## src/rtl/rng_share_if.sv

```systemverilog
// Request/grant bundle between the random-number consumers and rng_share_arbiter.
// Signal names keep the arbiter's point of view: *_i flows into it, *_o out of it.
interface rng_share_if #(
  parameter int N_REQ = 4
);
  localparam int ID_W = $clog2(N_REQ);

  logic [N_REQ-1:0] req_i;
  logic             seed_load_i;
  logic [15:0]      seed_i;
  logic [N_REQ-1:0] ack_o;
  logic [15:0]      data_o;
  logic [ID_W-1:0]  id_o;
  logic             busy_o;

  modport master (
    output req_i, seed_load_i, seed_i,
    input  ack_o, data_o, id_o, busy_o
  );

  modport slave (
    input  req_i, seed_load_i, seed_i,
    output ack_o, data_o, id_o, busy_o
  );
endinterface

```

## src/rtl/rng_share_arbiter.sv

```systemverilog
// One 16-bit Fibonacci LFSR shared round-robin between N_REQ requesters; every
// grant returns s % (O_MAX-O_MIN+1) + O_MIN of the pre-advance state and steps it once.
module rng_share_arbiter #(
  parameter logic [15:0] SEED   = 16'h0005,
  parameter int          O_MAX  = 1024,
  parameter int          O_MIN  = 1,
  parameter int          N_REQ  = 4,
  parameter int          WARMUP = 16
) (
  input  logic       clk,
  input  logic       rst,
  rng_share_if.slave bus
);
  localparam int          ID_W      = $clog2(N_REQ);
  // 17 bits so the full 0..65535 range (span 65536) still fits.
  localparam logic [16:0] SPAN      = 17'(O_MAX - O_MIN + 1);
  localparam logic [7:0]  WARM_LAST = 8'(WARMUP);

  typedef enum logic {WARM, RUN} state_e;

  state_e           state_q, state_d;
  logic [15:0]      lfsr_q, lfsr_d, lfsr_next, map_val;
  logic [7:0]       warm_cnt_q, warm_cnt_d;
  logic [ID_W-1:0]  rr_ptr_q, rr_ptr_d, id_q, id_d, win_idx, cand;
  logic [N_REQ-1:0] ack_q, ack_d, eligible;
  logic [15:0]      data_q, data_d;
  logic             busy_q, found;

  assign lfsr_next = {lfsr_q[14:0], lfsr_q[15] ^ lfsr_q[13] ^ lfsr_q[12] ^ lfsr_q[10]};
  assign map_val   = 16'(({1'b0, lfsr_q} % SPAN) + 17'(O_MIN));

  // A requester acked this cycle is masked so a held request is not served twice in a row.
  assign eligible = bus.req_i & ~ack_q;

  // NOTE: every variable written in always_comb gets a default first, otherwise
  // a path that skips the assignment infers a latch.
  always_comb begin
    found   = 1'b0;
    win_idx = '0;
    cand    = rr_ptr_q;
    for (int i = 0; i < N_REQ; i++) begin
      cand = (cand == ID_W'(N_REQ - 1)) ? '0 : cand + ID_W'(1);
      if (!found && eligible[cand]) begin
        found   = 1'b1;
        win_idx = cand;
      end
    end
  end

  always_comb begin
    state_d    = state_q;
    lfsr_d     = lfsr_q;
    warm_cnt_d = warm_cnt_q;
    rr_ptr_d   = rr_ptr_q;
    ack_d      = '0;
    data_d     = data_q;
    id_d       = id_q;

    if (bus.seed_load_i) begin
      lfsr_d     = (bus.seed_i == 16'h0000) ? SEED : bus.seed_i;
      warm_cnt_d = '0;
      state_d    = WARM;
    end else begin
      case (state_q)
        WARM: begin
          if (warm_cnt_q == WARM_LAST) begin
            state_d = RUN;
          end else begin
            lfsr_d     = lfsr_next;
            warm_cnt_d = warm_cnt_q + 8'd1;
          end
        end
        RUN: begin
          if (found) begin
            ack_d    = N_REQ'(1) << win_idx;
            data_d   = map_val;
            id_d     = win_idx;
            lfsr_d   = lfsr_next;
            rr_ptr_d = win_idx;
          end
        end
        default: state_d = WARM;
      endcase
    end
  end

  // NOTE: sequential state uses non-blocking assignments so every register
  // samples the pre-edge values regardless of statement order.
  always_ff @(posedge clk) begin
    if (rst) begin
      state_q    <= WARM;
      lfsr_q     <= SEED;
      warm_cnt_q <= '0;
      rr_ptr_q   <= ID_W'(N_REQ - 1);
      ack_q      <= '0;
      data_q     <= '0;
      id_q       <= '0;
      busy_q     <= 1'b1;
    end else begin
      state_q    <= state_d;
      lfsr_q     <= lfsr_d;
      warm_cnt_q <= warm_cnt_d;
      rr_ptr_q   <= rr_ptr_d;
      ack_q      <= ack_d;
      data_q     <= data_d;
      id_q       <= id_d;
      busy_q     <= (state_d == WARM);
    end
  end

  assign bus.ack_o  = ack_q;
  assign bus.data_o = data_q;
  assign bus.id_o   = id_q;
  assign bus.busy_o = busy_q;
endmodule

```

## src/flat_wrapper.sv

```systemverilog
// flat-port wrapper written by rule: the top's interface ports become plain ports
module rng_share_arbiter_flat 
#(
  parameter logic [15:0] SEED   = 16'h0005,
  parameter int          O_MAX  = 1024,
  parameter int          O_MIN  = 1,
  parameter int          N_REQ  = 4,
  parameter int          WARMUP = 16
)
  (clk, rst, bus_req_i, bus_seed_load_i, bus_seed_i, bus_ack_o, bus_data_o, bus_id_o, bus_busy_o);
  rng_share_if #(.N_REQ(N_REQ)) bus_i ();
  input  logic clk;
  input  logic rst;
  input wire logic [$bits(bus_i.req_i)-1:0] bus_req_i;
  input wire logic [$bits(bus_i.seed_load_i)-1:0] bus_seed_load_i;
  input wire logic [$bits(bus_i.seed_i)-1:0] bus_seed_i;
  output wire logic [$bits(bus_i.ack_o)-1:0] bus_ack_o;
  output wire logic [$bits(bus_i.data_o)-1:0] bus_data_o;
  output wire logic [$bits(bus_i.id_o)-1:0] bus_id_o;
  output wire logic [$bits(bus_i.busy_o)-1:0] bus_busy_o;
  assign bus_i.req_i = bus_req_i;
  assign bus_i.seed_load_i = bus_seed_load_i;
  assign bus_i.seed_i = bus_seed_i;
  assign bus_ack_o = bus_i.ack_o;
  assign bus_data_o = bus_i.data_o;
  assign bus_id_o = bus_i.id_o;
  assign bus_busy_o = bus_i.busy_o;
  rng_share_arbiter #(.SEED(SEED), .O_MAX(O_MAX), .O_MIN(O_MIN), .N_REQ(N_REQ), .WARMUP(WARMUP)) u_core (.clk(clk), .rst(rst), .bus(bus_i));
endmodule
```

## config.mk

```make
export PLATFORM = sky130hd
export DESIGN_NAME = rng_share_arbiter_flat
export DESIGN_NICKNAME = d
export VERILOG_FILES = /design/src/rtl/rng_share_if.sv /design/src/rtl/rng_share_arbiter.sv /design/src/flat_wrapper.sv
export SDC_FILE = /design/constraint.sdc
export NUM_CORES = 1
export LEC_CHECK = 0
export CAP_MARGIN = 20
export CORE_ASPECT_RATIO = 0.9
export CORE_MARGIN = 5
export CORE_UTILIZATION = 40
export DETAILED_ROUTE_END_ITERATION = 7
export GPL_TIMING_DRIVEN = 0
export MAX_ROUTING_LAYER = met4
export PLACE_DENSITY_LB_ADDON = 0.08
export REMOVE_ABC_BUFFERS = 1
export SLEW_MARGIN = 20
export SYNTH_ARGS = -nofsm -noshare
export SYNTH_HDL_FRONTEND = slang
export SYNTH_SLANG_ARGS = --single-unit
```

## constraint.sdc

```tcl
create_clock -name clk -period 2.69 [get_ports clk]
set_clock_uncertainty 0.2 [all_clocks]
set_input_delay 0.807 -clock clk [delete_from_list [all_inputs] [get_ports clk]]
set_output_delay 0.807 -clock clk [all_outputs]
set_load 0.01 [all_outputs]
```

# Word level (Yosys, flattened, before mapping)
# Index checks and enable logic that the tools add are counted.
# W data, S select, Z words.
op_classes:
  addsub: 6
  bitwise: 10
  n_mux: 28
  n_reduce_logical: 12
  n_eq_ne: 7
  shifts: 1
  n_lt_le_gt_ge: 4
op_table:
  columns: ["op", "n"]
  rows:
  - ["$mux W16", 4]
  - ["$pmux W16 S2", 1]
  - ["$logic_not A16 Y1", 1]
  - ["$mux W2", 8]
  - ["$lt A2 B3 Y1 const B", 4]
  - ["$add A10 B1 Y11 const B", 1]
  - ["$mux W1", 11]
  - ["$add A2 B1 Y2 const B", 4]
  - ["$add A8 B1 Y8 const B", 1]
  - ["$bmux W1 S2", 4]
  - ["$eq A2 B2 Y1 const B", 4]
  - ["$eq A8 B5 Y1 const B", 1]
  - ["$ne A3 B3 Y1 const B", 2]
  - ["$not A1 Y1", 5]
  - ["$and A4 B4 Y4", 1]
  - ["$not A4 Y4", 1]
  - ["$reduce_and A2 Y1", 2]
  - ["$reduce_or A4 Y1", 1]
  - ["$shl A1 B2 Y4 const A", 1]
  - ["$logic_and A1 B1 Y1", 3]
  - ["$logic_not A1 Y1", 3]
  - ["$reduce_and A3 Y1", 1]
  - ["$xor A1 B1 Y1", 3]
  - ["$reduce_or A2 Y1", 1]
totals:
  regBits: 50

# Logic depth before layout (Yosys ltp)
# Gate-level depths: netlist of the first run.
logic_depth:
  ltp_word: 17
  ltp_mapped: 8
  mapped_depth_nobuf: 6

# Least setup slack after synthesis of the first run
# Ideal clock, no wire load.
synth_timing:
  kind: "input -> register"
  start: "input bus_req_i[2]"
  end: "register u_core.lfsr_q[0]"
  t_arrival_ps: 1892
  required_ps: 2349
  cell_stages: 5
  setup_slack_ps: 457
  path_cell_list: "nor2b_1 nor4_4 buf_6 a31o_4 o221ai_1"
synth_between:
  elab_chain_cells: 15
synth_rtl:
  columns: ["element", "line", "text"]
  rows:
  - ["from (decl)", "flat_wrapper.sv:14", "input wire logic [$bits(bus_i.req_i)-1:0] bus_req_i;"]
  - ["$and A4 B4 Y4 *", "rng_share_arbiter.sv:33", "assign eligible = bus.req_i & ~ack_q;"]
  - ["$bmux W1 S2", "rng_share_arbiter.sv:43", "if (!found && eligible[cand]) begin"]
  - ["$mux W1 (implied by the code)", "rng_share_arbiter.sv:43", null]
  - ["$mux W1", "rng_share_arbiter.sv:43", null]
  - ["$logic_not A1 Y1", "rng_share_arbiter.sv:43", null]
  - ["$logic_and A1 B1 Y1", "rng_share_arbiter.sv:43", null]
  - ["$mux W1", "rng_share_arbiter.sv:43", null]
  - ["$logic_not A1 Y1", "rng_share_arbiter.sv:43", null]
  - ["$logic_and A1 B1 Y1", "rng_share_arbiter.sv:43", null]
  - ["$mux W1", "rng_share_arbiter.sv:43", null]
  - ["$logic_not A1 Y1", "rng_share_arbiter.sv:43", null]
  - ["$logic_and A1 B1 Y1", "rng_share_arbiter.sv:43", null]
  - ["$mux W1 *", "rng_share_arbiter.sv:43", null]
  - ["$ne A3 B3 Y1 (no source line) *", null, null]
  - ["$reduce_and A2 Y1 (no source line) *", null, null]
  - ["to (signal assigned)", "rng_share_arbiter.sv:101", "lfsr_q <= lfsr_d;"]
  - ["to (decl)", "rng_share_arbiter.sv:22", "logic [15:0] lfsr_q, lfsr_d, lfsr_next, map_val;"]
# Every way passes the cells marked *; elsewhere a longest branch is shown, timed or not. The select of a mux whose other input is x is not followed.
# A chain may end at the register's enable or synchronous reset.

# Worst setup path after layout of the first run
layout_timing:
  start: "input bus_req_i[1]"
  end: "register u_core.lfsr_q[1]"
# Same word-level chain as after synthesis.

==> results.json, run 1 <==
{
  "status": "finished, final reports clean",
  "worst-path-buf-inv": 2,
  "worst_ep_arrival_time_ps": 2500,
  "post-route-period-util_pct": 92.7,
  "antenna_cells": 0,
  "clockRootBuffer": "sky130_fd_sc_hd__clkbuf_8",
  "synth-warning-count": 0,
  "clock_path_buffers": 2,
  "most_common_cell_after_layout_fill_and_taps_aside": "sky130_fd_sc_hd__dfxtp_1",
  "proportion_of_synthesized_area_in_mux_cells_pct": 0.402,
  "final_period_minus_worst_setup_slack_ps": 2490,
  "detail_route.wl_per_cell_um": 14.5,
  "grt_max_degree": 36,
  "postSynthRegisterBits": 45,
  "syn_area_um2": 2490,
  "tritoncts_clock_tree": "yes",
  "multiInputGateArea_um2": 1450,
  "drt_pre_antenna_iters": 4,
  "globalRouteTotalUtil_pct": 15.2,
  "maximum_operating_frequency_ghz": 0.401,
  "detail_route.drc_violations": 0,
  "layout_common_cells": "sky130_fd_sc_hd__dfxtp_1, sky130_fd_sc_hd__clkdlybuf4s50_1, sky130_fd_sc_hd__nor2_1, sky130_fd_sc_hd__o21ai_0, sky130_fd_sc_hd__nand2_1",
  "cts-hold-fix-buffers": 0,
  "die_w_um": 93.2,
  "synth_unique_cells": 50,
  "area.growth.synth_to_final_pct": 20.2,
  "route.final.wire_length_um": 5440,
  "cts.clk_slew.worst_paths_ps": 80,
  "ctsHtreeMaxLevel": 2,
  "synth.yosys.seq_area_share_pct": 36.1,
  "postSynth.asyncResetShare_pct": 0,
  "grt_first_pass_wirelength_um": 9500,
  "worst-r2r-cell-count": 6,
  "io_pins": 46,
  "min_path_cells": 2,
  "timing.hold.worst.start": "u_core.bus.id_o[1]",
  "dp_hpwl_um": 3940,
  "drv.max_cap_violation_count": 0,
  "netlist_instances": 267,
  "hold_path_class": "reg2reg",
  "synthesis.area_per_instance_um2": 9.33,
  "timing_worst_setup_path_type": "in2reg",
  "whs_endpoint": "u_core.bus.id_o[1]",
  "grt_antenna_before_repair": 0,
  "crit_path_end_kind": "flip-flop",
  "placer_congestion": 0.766,
  "r2r_setup_slack_ps": 350,
  "route.vias.total": 2066,
  "antenna_violating_nets_remaining": 0,
  "fraction_of_synthesized_cell_area_in_xor_and_xnor_cells_pct": 5.27,
  "die-area_um2": 7910,
  "start_kind": "input pin",
  "start_util_pct": 41.0,
  "floorplan.rows": 27,
  "worst-endpoint-required_ps": 2690,
  "adder_and_majority_gate_portion_of_the_synthesized_area_pct": 2.01,
  "cts_buffers": 5,
  "ir_worst_vdd_mv": 0.221,
  "final_hold_viol_count": 0,
  "critical_path_peak_fanout": 14,
  "crit_slowest_cell": "sky130_fd_sc_hd__clkdlybuf4s50_1",
  "worst_r2r_startpoint": "u_core.warm_cnt_q[0]",
  "post_route_cells_drive_above_1_share_pct": 16.4,
  "n_fill_cell": 605,
  "tns_ps": 0,
  "dominant_combinational_cell_family_by_area_after_synthesis": "compound AO/OA/AOI/OAI gates",
  "timing.max_slew.rel_slack_pct": 41.7,
  "crit_path_cell_trace": "clkdlybuf4s50_1 -> nor2b_1 -> nor4_4 -> buf_4 -> a21o_4 -> a2111oi_2",
  "grt-ovfl-total": 0,
  "finish.net_count": 330,
  "synth_top_flop_cell": "sky130_fd_sc_hd__dfxtp_1",
  "kind_of_cell_adding_the_most_delay_to_the_critical_path": "buffers and inverters",
  "crit_path_max_incr_delay_ps": 470,
  "die_height_um": 84.9,
  "number_of_flops_mapped_to_enable_cells_by_yosys": 0,
  "rsz0062_at_grt": "false",
  "setup_violations": 0,
  "clock_latency_reported_for_the_late_side_of_the_worst_skew_pair_ps": 300,
  "slew_viol_final": 0,
  "drt-vias-per-instance": 5.49,
  "drt_iter0_markers": 100,
  "tritoncts_num_sinks": 45,
  "p_leak_nw": 0.978,
  "port_buffers": 40,
  "floorplan.core_area_um2": 6080,
  "first_global_vias": 1922,
  "worstReg2RegEnd": "u_core.lfsr_q[1]",
  "combined_flip_flop_and_latch_cell_area_um2": 902,
  "p_per_area_nw_per_um2": 435,
  "synth_compound_area_share_pct": 28.7,
  "tightestPinTransition_ps": 875,
  "hold-worst-slack_ps": 255,
  "simple_gate_share_of_the_synthesized_area_pct": 20.4
}
## worst min-delay path: stages, from the launching register on
cell and delay, ps:
sky130_fd_sc_hd__dfxtp_1 310, sky130_fd_sc_hd__nand2_1 50, sky130_fd_sc_hd__a21oi_1 50
## synth_stat cells (2+ instances only)
master	count	area share [%]
sky130_fd_sc_hd__nor3_1	3	0.60
sky130_fd_sc_hd__buf_6	3	1.4
sky130_fd_sc_hd__inv_1	5	0.75
sky130_fd_sc_hd__o221ai_1	3	1.1
sky130_fd_sc_hd__a211oi_2	10	5.0
sky130_fd_sc_hd__nor3b_1	2	0.60
sky130_fd_sc_hd__buf_2	4	0.80
sky130_fd_sc_hd__or2_2	2	0.50
sky130_fd_sc_hd__o22ai_1	5	1.3
sky130_fd_sc_hd__a2111oi_2	10	6.0
sky130_fd_sc_hd__a21oi_1	12	2.4
sky130_fd_sc_hd__nor2_1	32	4.8
sky130_fd_sc_hd__and4_1	2	0.70
sky130_fd_sc_hd__a211oi_1	12	3.6
sky130_fd_sc_hd__buf_4	7	2.1
sky130_fd_sc_hd__a2111oi_0	3	1.1
sky130_fd_sc_hd__nor4_1	4	1.0
sky130_fd_sc_hd__xor2_1	8	2.8
sky130_fd_sc_hd__o21ai_0	18	3.6
sky130_fd_sc_hd__ha_1	4	2.0
sky130_fd_sc_hd__nand4_1	4	1.0
sky130_fd_sc_hd__nand3_1	4	0.80
sky130_fd_sc_hd__and3b_1	2	0.70
sky130_fd_sc_hd__clkbuf_1	6	0.90
sky130_fd_sc_hd__nand4b_1	3	1.1
sky130_fd_sc_hd__nor2b_1	3	0.75
sky130_fd_sc_hd__dfxtp_1	45	36
sky130_fd_sc_hd__xnor2_1	7	2.5
sky130_fd_sc_hd__nand2b_1	8	2.0
sky130_fd_sc_hd__nand2_1	16	2.4
## registers in the layout, summed over array words and instances (netlist names)
signal,count
u_core.bus.id_o,2
u_core.bus.data_o,11
u_core.bus.ack_o,4
u_core.warm_cnt_q,8
u_core.rr_ptr_q,2
u_core.state_q,1
u_core.lfsr_q,16
u_core.bus.busy_o,1
## cells by family (layout without fill, tap and decap cells)
group / Yosys count / after routing
AO/OA/AOI/OAI: 81 / 81
XOR/XNOR: 15 / 15
adder cells (fa/ha/maj): 4 / 4
buffers and inverters: 27 / 60
flip-flops: 45 / 45
multiplexers: 1 / 1
other: 1 / 5
AND/OR/NAND/NOR: 93 / 93
## where the power goes
group	internal [W]	switching [W]
sequential	0.000685	0.0000293
combinational	0.0000849	0.0000894
clock	0.000179	0.000235
total	0.000950	0.000354
## per-stage QoR
| step | area, um^2 | power, W | std cells | utilization [%] | setup WS [ps] |
|---|---|---|---|---|---|
| after global placement | 2850 | 0.000897 | 362 | 46.9 | -1500 |
| after floorplan | 2360 | 0.000823 | 250 | - | 123 |
| after detailed placement | 2850 | 0.000898 | 363 | 46.9 | -461 |
| after CTS | 2960 | 0.00132 | 372 | 48.7 | 39.2 |
| final | 3000 | 0.00130 | 376 | 49.3 | 196 |
| after global routing | 3000 | 0.00138 | 376 | 49.3 | 81.0 |
## how the worst max path moves through the flow
stage,from,endpoint,slack (ps),depth (start not counted)
after floorplan,bus_req_i[2],u_core.lfsr_q[1],120,4
after global placement,bus_seed_load_i,u_core.state_q,-1500,5
after detailed placement,rst,u_core.bus.busy_o,-460,4
after CTS,bus_seed_load_i,u_core.state_q,40,5
after global routing,bus_req_i[1],u_core.lfsr_q[6],80,6
final,bus_req_i[1],u_core.lfsr_q[1],200,6
## layer usage
metal | track usage (%) | up-vias | wire length [um]
met5 | - | - | 0
met4 | 4.79 | 0 | 75
met3 | 3.10 | 7 | 262
met2 | 22.0 | 52 | 2340
met1 | 21.3 | 943 | 2760
li1 | - | 1064 | -
## repair_timing
action                     4_1_cts  5_1_grt
gates resized for setup          4        2
setup endpoints to repair       24       13
buffers inserted                 1        4
pin swaps                        1        0
## layout make-up
cell class / count / share of cell area, %
clock buffers: 5 / 2.30
clock inverters: 3 / 0.585
inverters: 6 / 1.00
multi-input cells: 199 / 48.3
flip-flops and latches: 45 / 30.1
well taps: 72 / 3.01
repair buffers: 46 / 14.7
No activity file was read; power rests on OpenSTA's default activity.
==> run 2, diff against run 1 <==
--- a/config.mk
+++ b/config.mk
@@ -8,12 +8,13 @@
 export CAP_MARGIN = 20
 export CORE_ASPECT_RATIO = 0.9
 export CORE_MARGIN = 5
-export CORE_UTILIZATION = 40
+export CORE_UTILIZATION = 49
 export DETAILED_ROUTE_END_ITERATION = 7
 export GPL_TIMING_DRIVEN = 0
 export MAX_ROUTING_LAYER = met4
 export PLACE_DENSITY_LB_ADDON = 0.08
 export REMOVE_ABC_BUFFERS = 1
+export SETUP_SLACK_MARGIN = 0.02
 export SLEW_MARGIN = 20
 export SYNTH_ARGS = -nofsm -noshare
 export SYNTH_HDL_FRONTEND = slang
==> constraint.sdc (replaced) <==
create_clock -name clk -period 2.69 [get_ports clk]
set_clock_uncertainty 0.2 [all_clocks]
set_input_delay 0.4035 -clock clk [delete_from_list [all_inputs] [get_ports clk]]
set_output_delay 0.4035 -clock clk [all_outputs]
set_load 0.01 [all_outputs]
==> run 2 against run 1 <==
Power up 9.1%. Wire length down 1.6%. Register-to-register slack about the same. First-iteration DRC count up 49%. Highest routed layer unchanged.
==> results.json, run 2 (synthesis gave the netlist of run 1 again) <==
{
  "clock_path_buffers": 2,
  "post_route_cells_drive_above_1_share_pct": 14.7,
  "timing.hold.worst.start": "u_core.bus.data_o[10]",
  "whs_endpoint": "u_core.bus.data_o[10]",
  "worst-r2r-cell-count": 6,
  "grt_first_pass_wirelength_um": 9000,
  "area.growth.synth_to_final_pct": 19.8,
  "tns_ps": 0,
  "largest_register": "u_core.lfsr_q",
  "setup_violations": 0,
  "r2r_setup_slack_ps": 350,
  "grt_antenna_before_repair": 0,
  "crit_path_max_incr_delay_ps": 720,
  "worstReg2RegEnd": "u_core.lfsr_q[1]",
  "timing.max_slew.rel_slack_pct": 43.4,
  "die_w_um": 85.2,
  "switch_share_pct": 24.8,
  "largest_register_ff_count": 16,
  "most_common_cell_after_layout_fill_and_taps_aside": "sky130_fd_sc_hd__dfxtp_1",
  "p_per_area_nw_per_um2": 476,
  "cellInternalPower_w": 0.00107,
  "worst_r2r_startpoint": "u_core.warm_cnt_q[0]",
  "slew_viol_final": 0,
  "detail_route.wl_per_cell_um": 14.7,
  "io_pins": 46,
  "grt_max_degree": 36,
  "worst-endpoint-required_ps": 2680,
  "start_util_pct": 50.9,
  "drt-vias-per-instance": 5.62,
  "grt-ovfl-total": 0,
  "detail_route.drc_violations": 0,
  "kind_of_cell_adding_the_most_delay_to_the_critical_path": "buffers and inverters",
  "placer_congestion": 0.831,
  "tritoncts_num_sinks": 45,
  "switchingPower_w": 0.000353,
  "setup_slack_ps": 318,
  "drv.max_cap_violation_count": 0,
  "tightestPinTransition_ps": 848,
  "p_seq_share_pct": 50.2,
  "port_buffers": 40,
  "rsz0062_at_grt": "false",
  "start_kind": "input pin",
  "ir_worst_vdd_mv": 0.374,
  "floorplan.core_area_um2": 4890,
  "drt_pre_antenna_iters": 4,
  "hold_path_class": "reg2reg",
  "cts_buffers": 5,
  "die-area_um2": 6610,
  "critical_path_peak_fanout": 18,
  "final_hold_viol_count": 0,
  "layout_common_cells": "sky130_fd_sc_hd__dfxtp_1, sky130_fd_sc_hd__clkdlybuf4s50_1, sky130_fd_sc_hd__nor2_1, sky130_fd_sc_hd__o21ai_0, sky130_fd_sc_hd__nand2_1",
  "dp_hpwl_um": 3910,
  "finish.net_count": 326,
  "clock_latency_reported_for_the_late_side_of_the_worst_skew_pair_ps": 300,
  "maximum_operating_frequency_ghz": 0.422,
  "worst-path-buf-inv": 2,
  "setup_slack_placement_ps": -189,
  "comb_power_share_pct": 12.0,
  "critical_path_cell_count": 4,
  "cts_resized": 1,
  "route.vias.total": 2052,
  "tritoncts_clock_tree": "yes",
  "crit_path_cell_trace": "clkdlybuf4s50_1 -> inv_1 -> nand2_1 -> or2_2",
  "p_leak_nw": 0.977,
  "final_area_um2": 2990,
  "first_global_vias": 1862,
  "route.final.wire_length_um": 5350,
  "status": "finished, final reports clean",
  "crit_slowest_cell": "sky130_fd_sc_hd__clkdlybuf4s50_1",
  "floorplan.rows": 24,
  "min_path_cells": 2,
  "cts_post_setup_buffers_inserted": 0,
  "antenna_violating_nets_remaining": 0,
  "crit_path_end_kind": "flip-flop",
  "worst_ep_arrival_time_ps": 2360,
  "post-route-period-util_pct": 88.2,
  "ctsHtreeMaxLevel": 2,
  "cts-hold-fix-buffers": 0,
  "drt_iter0_markers": 149,
  "n_fill_cell": 436,
  "placement.cell_area_um2": 2850,
  "cts.clk_slew.worst_paths_ps": 90,
  "antenna_cells": 0,
  "clock_power_share_pct": 37.8,
  "timing_worst_setup_path_type": "in2reg",
  "final_period_minus_worst_setup_slack_ps": 2370,
  "globalRouteTotalUtil_pct": 17.2,
  "clockRootBuffer": "sky130_fd_sc_hd__clkbuf_8",
  "die_height_um": 77.7
}
## run 2: layer usage
layer  share of wire, %  GRT usage, %  routed length [um]  vias to the layer above
li1                   -             -                   -                     1047
met2                 47          26.3                2500                       38
met4                1.2          4.75                  66                        0
met5                  0             -                   0                        -
met3                4.5          3.39                 240                        7
met1                 48          23.1                2550                      960
## run 2: power groups by stage
stage,Clock (W),Sequential [W],Combinational [W]
after floorplan,0,0.000722,0.000101
after global placement,0,0.000729,0.000166
after detailed placement,0,0.000729,0.000169
after CTS,0.000546,0.000713,0.000170
after global routing,0.000582,0.000718,0.000190
final,0.000537,0.000714,0.000171
## run 2: per-stage QoR
step	hold slack (ps)	instances	utilization [%]	total power (W)
after floorplan	235	250	-	0.000823
after global placement	242	355	58.0	0.000895
after detailed placement	246	357	58.3	0.000898
after CTS	255	365	60.8	0.00143
after global routing	292	365	61.0	0.00149
final	253	365	61.0	0.00142
## run 2: how the worst max path moves through the flow
stage | start | endpoint
floorplan | u_core.state_q | u_core.bus.ack_o[0]
global placement | bus_seed_load_i | u_core.state_q
detailed placement | u_core.state_q | u_core.bus.id_o[1]
CTS | u_core.state_q | u_core.bus.id_o[1]
global route | rst | u_core.state_q
finish | rst | u_core.bus.busy_o
## run 2: tightest hold or removal path: cells and delay by family (launching register included)
kind | cells | cell delay (ps)
AO/OA/AOI/OAI | 1 | 50
AND/OR/NAND/NOR | 1 | 50
flip-flops | 1 | 310
## run 2: cell type report
type	instances	area, um^2	area share, %
Timing Repair Buffer	42	414	13.9
Clock inverter	2	37.5	1.26
Tap cell	65	81.3	2.72
Inverter	6	22.5	0.754
Clock buffer	6	82.6	2.76
Sequential cell	45	902	30.2
Multi-Input combinational cell	199	1450	48.4
